--- config.mk ---
export PLATFORM = sky130hd
export DESIGN_NAME = dtree_feature_sequencer
export DESIGN_NICKNAME = d
export VERILOG_FILES = /design/src/rtl/dtree_feature_sequencer.sv
export SDC_FILE = /design/constraint.sdc
export NUM_CORES = 1
export LEC_CHECK = 0
export CORE_MARGIN = 1.5
export CORE_UTILIZATION = 49
export CTS_CLUSTER_DIAMETER = 50
export CTS_CLUSTER_SIZE = 40
export DETAILED_ROUTE_END_ITERATION = 10
export PLACE_DENSITY = 0.79
export SLEW_MARGIN = 20
export SYNTH_ARGS = -nofsm -noshare
export SYNTH_HDL_FRONTEND = slang
export SYNTH_SLANG_ARGS = --single-unit
export TNS_END_PERCENT = 30
--- constraint.sdc ---
create_clock -name clk -period 2.45 [get_ports clk]
set_input_delay 0.6125 -clock clk [delete_from_list [all_inputs] [get_ports clk]]
set_output_delay 0.6125 -clock clk [all_outputs]
set_load 0.01 [all_outputs]
--- src/rtl/dtree_feature_sequencer.sv ---
// dtree_feature_sequencer
//   Front end for a combinational printed decision-tree classifier.
//   Collects N_FEAT features, one per beat, from a valid/ready stream.
//   Holds the assembled vector on the tree inputs for SETTLE cycles.
//   Then registers the tree class and offers it on a valid/ready result port.
//   Only one vector is in flight at a time.
//
// Ports
//   clk        in   single clock, rising edge
//   rst_n      in   synchronous active-low reset
//   s_valid    in   feature beat valid
//   s_ready    out  beat accepted when s_valid & s_ready
//   s_data     in   feature value, X0 first
//   s_last     in   marks the final feature of a vector
//   feat       out  tree inputs, Xi = feat[i*FW +: FW]
//   cls_in     in   combinational class returned by the tree
//   m_valid    out  result valid
//   m_ready    in   result consumed when m_valid & m_ready
//   m_class    out  registered class
//   frame_err  out  one-cycle pulse on a framing error
//   n_results  out  results handed off, wraps at 16 bits
//
// Build option
//   FEATURE_MASK_EN: when defined, the lower FW/2 bits of every feature are
//   stored as zero. The trees only compare the upper bits, so masking the
//   rest reduces toggling on the tree inputs.

module dtree_feature_sequencer #(
    parameter int N_FEAT = 4,
    parameter int FW     = 8,
    parameter int CW     = 2,
    parameter int SETTLE = 2
) (
    input  logic                 clk,
    input  logic                 rst_n,
    input  logic                 s_valid,
    output logic                 s_ready,
    input  logic [FW-1:0]        s_data,
    input  logic                 s_last,
    output logic [N_FEAT*FW-1:0] feat,
    input  logic [CW-1:0]        cls_in,
    output logic                 m_valid,
    input  logic                 m_ready,
    output logic [CW-1:0]        m_class,
    output logic                 frame_err,
    output logic [15:0]          n_results
);

    localparam int             IW       = (N_FEAT > 1) ? $clog2(N_FEAT) : 1;
    localparam logic [IW-1:0]  LAST_IDX = IW'(N_FEAT - 1);
    localparam logic [7:0]     CNT_INIT = 8'(SETTLE - 1);

    typedef enum logic [1:0] {
        ST_LOAD,
        ST_SETTLE,
        ST_OUT
    } state_t;

    state_t                state_q;
    logic [IW-1:0]         idx_q;
    logic [7:0]            cnt_q;
    logic [N_FEAT*FW-1:0]  feat_q;
    logic                  s_ready_q;
    logic                  m_valid_q;
    logic [CW-1:0]         m_class_q;
    logic                  frame_err_q;
    logic [15:0]           n_results_q;
    logic [FW-1:0]         beat_d;

    // Value actually written into the feature slice for an accepted beat.
    always_comb begin
        beat_d = s_data;
`ifdef FEATURE_MASK_EN
        beat_d[FW/2-1:0] = '0;
`endif
    end

    always_ff @(posedge clk) begin
        if (!rst_n) begin
            state_q     <= ST_LOAD;
            idx_q       <= '0;
            cnt_q       <= '0;
            feat_q      <= '0;
            s_ready_q   <= 1'b1;
            m_valid_q   <= 1'b0;
            m_class_q   <= '0;
            frame_err_q <= 1'b0;
            n_results_q <= '0;
        end else begin
            frame_err_q <= 1'b0;
            case (state_q)
                // s_ready_q is registered high whenever the state is LOAD,
                // so s_valid alone marks an accepted beat here.
                ST_LOAD: begin
                    if (s_valid) begin
                        feat_q[idx_q*FW +: FW] <= beat_d;
                        if (idx_q == LAST_IDX) begin
                            // Vector complete; a missing s_last is flagged but
                            // the vector is still classified.
                            idx_q       <= '0;
                            cnt_q       <= CNT_INIT;
                            s_ready_q   <= 1'b0;
                            frame_err_q <= !s_last;
                            state_q     <= ST_SETTLE;
                        end else if (s_last) begin
                            // Early s_last: abort the vector and restart at X0.
                            idx_q       <= '0;
                            frame_err_q <= 1'b1;
                        end else begin
                            idx_q <= idx_q + 1'b1;
                        end
                    end
                end
                ST_SETTLE: begin
                    if (cnt_q == '0) begin
                        m_class_q <= cls_in;
                        m_valid_q <= 1'b1;
                        state_q   <= ST_OUT;
                    end else begin
                        cnt_q <= cnt_q - 1'b1;
                    end
                end
                ST_OUT: begin
                    if (m_ready) begin
                        m_valid_q   <= 1'b0;
                        n_results_q <= n_results_q + 1'b1;
                        s_ready_q   <= 1'b1;
                        state_q     <= ST_LOAD;
                    end
                end
                default: begin
                    state_q <= ST_LOAD;
                end
            endcase
        end
    end

    assign s_ready   = s_ready_q;
    assign feat      = feat_q;
    assign m_valid   = m_valid_q;
    assign m_class   = m_class_q;
    assign frame_err = frame_err_q;
    assign n_results = n_results_q;

endmodule

Word-level counts from Yosys, hierarchy flattened. Cells that the tools add are included.

Output and inout port bits: 53. Input port bits: 15. Register bits: 65.

Reduce and logical (&&, ||, !) cells: 14. Shift-type cells: 2. Eq/ne operators: 8. Multiplexer cells: 21. Add/subtract/negate cells: 4.

Operators by type and width (number): negation 5 -> 34 bit (1); variable shift 8 x 34 -> 32 bit (first input constant) (1); indexed part select 8 x 34 -> 32 bit (1); bitwise mux 32 bit (1); 2-to-1 mux 8 bit (3); adder 16 x 1 -> 16 bit (second input constant) (1); one-hot mux 8 bit (2 select lines) (1); 2-to-1 mux 2 bit (6); AND reduction 4 bit (3); inequality test 2 bit (second input constant) (5); zero test 8 bit (1); subtractor 8 x 1 -> 8 bit (second input constant) (1); 2-to-1 mux 1 bit (7); one-hot mux 2 bit (3 select lines) (1); AND reduction 2 bit (3); AND reduction 3 bit (2); nonzero test 2 bit (3); equality test 2 bit (second input constant) (2); one-hot mux 1 bit (2 select lines) (2); adder 2 x 1 -> 2 bit (second input constant) (1); equality test 2 x 1 -> 1 bit (second input constant) (1); zero test 2 bit (1); zero test 1 bit (1).

Logic depth before layout (Yosys ltp). Gate-level depths: netlist of the first run.

Depth in word-level cells: 4. Depth in mapped cells: 7. Gate-level depth less buffers: 6.

Least setup slack after synthesis of the first run. Ideal clock, no wire load.

Path kind: input to register. Start: in m_ready. End: reg n_results_q[10] (netlist: n_results[10]). Arrival: 1852 ps. Stages: 5. Setup time: 70 ps. Path buffers: 1. Path slack: 528 ps. Path through: and4b_2 -> or4b_1 -> buf_2 -> or3_1 -> a21oi_1.

Word-level cells in the longest chain between the ends: 1.

RTL lines: start, declared (line 43) `input logic m_ready,`; AND reduction 2 bit (no line); end signal, assigned (line 126) `n_results_q <= n_results_q + 1'b1;`; end, declared (line 67) `logic [15:0] n_results_q;`.

No other way between the ends. A chain may end at the register's enable or synchronous reset.

Worst setup path after layout of the first run.
Start: in m_ready. End: reg n_results_q[14] (netlist: n_results[14]).

Same word-level chain as after synthesis.

==> qor.csv, run 1 <==
stage,metric,value,unit
routing,DRT Wirelength,6420,um
setup_path,Setup crit start kind,primary input,
worst_hold_path,HP Start,feat[26],
setup_path,crit-path cells,"clkdlybuf4s50_1, and4b_2, or4b_1, or3_1, a21oi_1",
worst_hold_path,Worst Hold Path EP,feat[26],
setup_path,R2R Setup Slk,0.49,ns
clock_tree,"Reg clk slew, reported paths",0.06,ns
clock_tree,CTS root buf,clkbuf_8,
setup_path,CP required,2.72,ns
floorplan,IO Pins,68,
global_routing,vias in the first global route,2349,
synthesis,main flop type after synthesis,dfxtp_1,
routing,detailed-route wire length per cell,13.2,um
synthesis,synthesized instance count,333,
timing,RSZ-0062 raised after global routing,no,
floorplan,die height,78.4,um
clock_tree,CTS sink count,65,
clock_tree,H-tree depth,3,
setup_path,Max Fanout on Critical Path,7,
timing,Rel. slew slack,56.7,%
timing,fmax,477,MHz
synthesis,syn nets,357,
setup_path,R2R Path Start,cnt_q[0],
clock_tree,CTS Buffer Depth,2,
floorplan,Initial Util,50.6,%
setup_path,CP Class,primary input to flip-flop,
worst_hold_path,HP Class,flip-flop to flip-flop,
global_routing,Total GRT Usage,22.6,%
worst_hold_path,Hold Crit Depth,2,
cells_and_area,filler instances,459,
placement,number of port buffers,67,
power_and_ir_drop,Max VDD drop,0.000381,V
global_routing,initial antenna violation count,0,
setup_path,R2R depth,6,
timing,"Slew Viols, Final",0,
setup_path,WP data arrival,2.37,ns
floorplan,die area,6140,um^2
clock_tree,worst skew pair latency,0.34,ns
cells_and_area,share of cells above drive strength 1,7.26,%
synthesis,Yosys warnings,0,
setup_path,slowest CP cell,or4b_1,
power_and_ir_drop,power per cell area,542,nW/um^2
synthesis,Yosys reg bits,65,
clock_tree,Hold Buf Count CTS,0,
routing,DRT antenna net count,0,
clock_tree,# Post-CTS Setup Buffers,0,
cells_and_area,"Area growth, synth to finish",35.1,%
setup_path,RR Endpoint,cnt_q[5],
synthesis,ys async rst share,0,%
cells_and_area,final net count,433,
global_routing,GRT overflow,0,
routing,DRT iter0 DRCs,143,
timing,hold_ws,0.449,ns
clock_tree,TritonCTS clock tree,done,
synthesis,count of cell types in the netlist,40,
floorplan,core area,5510,um^2
cells_and_area,antenna cells,0,
floorplan,Die Width,78.4,um
setup_path,largest stage delay on the critical path,0.55,ns
synthesis,post-synthesis sequential area ratio,46.7,%
job,number of max-cap violations,0,
floorplan,Rows,27,
routing,DRC Markers,0,
synthesis,Syn Area/Cell,8.36,um^2
timing,Final Cycle Share,85.5,%
global_routing,largest net degree at the start of global routing,52,
placement,HPWL Detailed,4570,um
timing,final setup fails,0,
clock_tree,CTS resizes,0,
timing,Layout Skew,0.00383,ns
synthesis,Mapped Area,2780,um^2
timing,slew of the pin with the lowest slew margin,0.633,ns
routing,via/cell ratio,5.41,
power_and_ir_drop,Pleak,1.37,nW
run_status,status,"complete, no violations",
synthesis,number of synthesized flops with an enable pin,0,
timing,Fin Setup TNS,0,ns
placement,gp weighted congestion,0.769,
setup_path,Setup crit end kind,flip-flop,
routing,via count,2623,
clock_tree,Num CTS Buffers,9,
routing,DR pass1 iterations,5,
global_routing,first-pass GRT wire length,10800,um
timing,Final Hold Vio Count,0,
timing,minimum clock period,2.09,ns
[metal layers]
| layer | part of all wire (%) | track usage, % | vias up |
|---|---|---|---|
| li1 | - | - | 1307 |
| met1 | 43 | 26.6 | 1210 |
| met2 | 48 | 38.3 | 98 |
| met3 | 7.9 | 6.86 | 8 |
| met4 | 1.4 | 8.93 | 0 |
| met5 | 0 | 0 | - |
[final cells by class]
cell class	instances	area [um^2]	area share, %
tap	72	90.1	2.40
inverter	12	45.0	1.20
clock inverter	2	12.5	0.333
sequential	65	1300	34.6
clock buffer	13	169	4.49
multi-input combinational	241	1370	36.5
timing repair buffer	80	768	20.4
[cell usage after synthesis, drive strengths merged, types with 2 or more instances]
| cell | instances | share of area (%) |
|---|---|---|
| inv | 12 | 1.6 |
| a211o | 3 | 0.94 |
| nor2 | 16 | 2.2 |
| ha | 9 | 4.0 |
| nand4 | 5 | 1.1 |
| dfxtp | 65 | 47 |
| or4 | 2 | 0.54 |
| and2 | 4 | 0.90 |
| nor3b | 4 | 1.1 |
| o21ai | 7 | 1.3 |
| nand2 | 49 | 6.6 |
| xor2 | 4 | 1.3 |
| mux2i | 7 | 2.5 |
| nand3 | 42 | 7.6 |
| buf | 6 | 1.1 |
| nor3 | 4 | 0.72 |
| a211oi | 2 | 0.54 |
| clkbuf | 9 | 1.2 |
| or3 | 8 | 1.8 |
| xnor2 | 5 | 1.6 |
| a21oi | 45 | 8.1 |
| and3 | 3 | 0.67 |
| nor4 | 2 | 0.45 |
| nand2b | 5 | 1.1 |
[critical path, delay by kind of cell]
family	cells	cell delay, ns
AND/OR/NAND/NOR	3	1.14
buffers and inverters	1	0.47
AO/OA/AOI/OAI	1	0.14
[per-stage QoR]
step	std cells	util, %	instance area (um^2)	worst slack, ns	power [W]
floorplan	333	-	2780	0.528	0.00116
global placement	470	65.0	3580	0.0463	0.00124
detailed placement	470	65.0	3580	0.0167	0.00124
CTS	485	68.3	3760	0.368	0.00205
global route	485	68.3	3760	0.228	0.00212
finish	485	68.3	3760	0.355	0.00204
[state kept, by name, indices dropped and copies added, names as in the netlist]
name       cells
idx_q          2
m_valid        1
feat          32
frame_err      1
state_q        2
m_class        2
cnt_q          8
s_ready        1
n_results     16
[where the power goes]
part / leakage [nW] / internal [W] / switching [W]
sequential: 0.525 / 0.00107 / 0.00000804
combinational: 0.754 / 0.0000625 / 0.0000776
clock: 0.0915 / 0.000443 / 0.000380
[cells in the final DEF (no fill, tap or decap), types with 4 or more instances in the layout]
cell             instances
a21oi_1                 45
and2_1                   4
buf_4                   13
clkbuf_8                12
clkdlybuf4s50_1         67
dfxtp_1                 65
ha_1                     9
inv_1                   11
mux2i_1                  7
nand2_1                 49
nand2b_1                 5
nand3_1                 42
nand4_1                  5
nor2_1                  16
nor3_1                   4
nor3b_1                  4
o21ai_0                  7
or3_1                    8
xnor2_1                  5
xor2_1                   4
[cells by family (layout without fill, tap and decap cells)]
group / count (synthesis) / count (layout) / synth area share (%)
and+or+nand+nor: 152 / 152 / 27.2
buffers and inverters: 27 / 107 / 3.91
xor gates and xnor gates: 9 / 9 / 2.83
DFF: 65 / 65 / 46.7
adders and majority gates: 9 / 9 / 4.05
AOI/OAI and AO/OA: 64 / 64 / 12.8
muxes: 7 / 7 / 2.52
[how the worst max path moves through the flow]
| stage | start | end | slack [ns] | cells past startpoint |
|---|---|---|---|---|
| finish | m_ready | n_results[14] | 0.36 | 5 |
| global placement | m_ready | n_results[10] | 0.05 | 5 |
| detailed placement | m_ready | n_results[10] | 0.02 | 5 |
| floorplan | m_ready | n_results[10] | 0.53 | 5 |
| global route | m_ready | n_results[14] | 0.23 | 5 |
| CTS | m_ready | n_results[10] | 0.37 | 5 |
No activity file was read; power rests on OpenSTA's default activity.
==> run 2: changes to the inputs <==
Settings changed: GPL_ROUTABILITY_DRIVEN from default to 0.
==> results of run 2 <==
No change in the layout: final DEF, timing and power equal those of run 1.
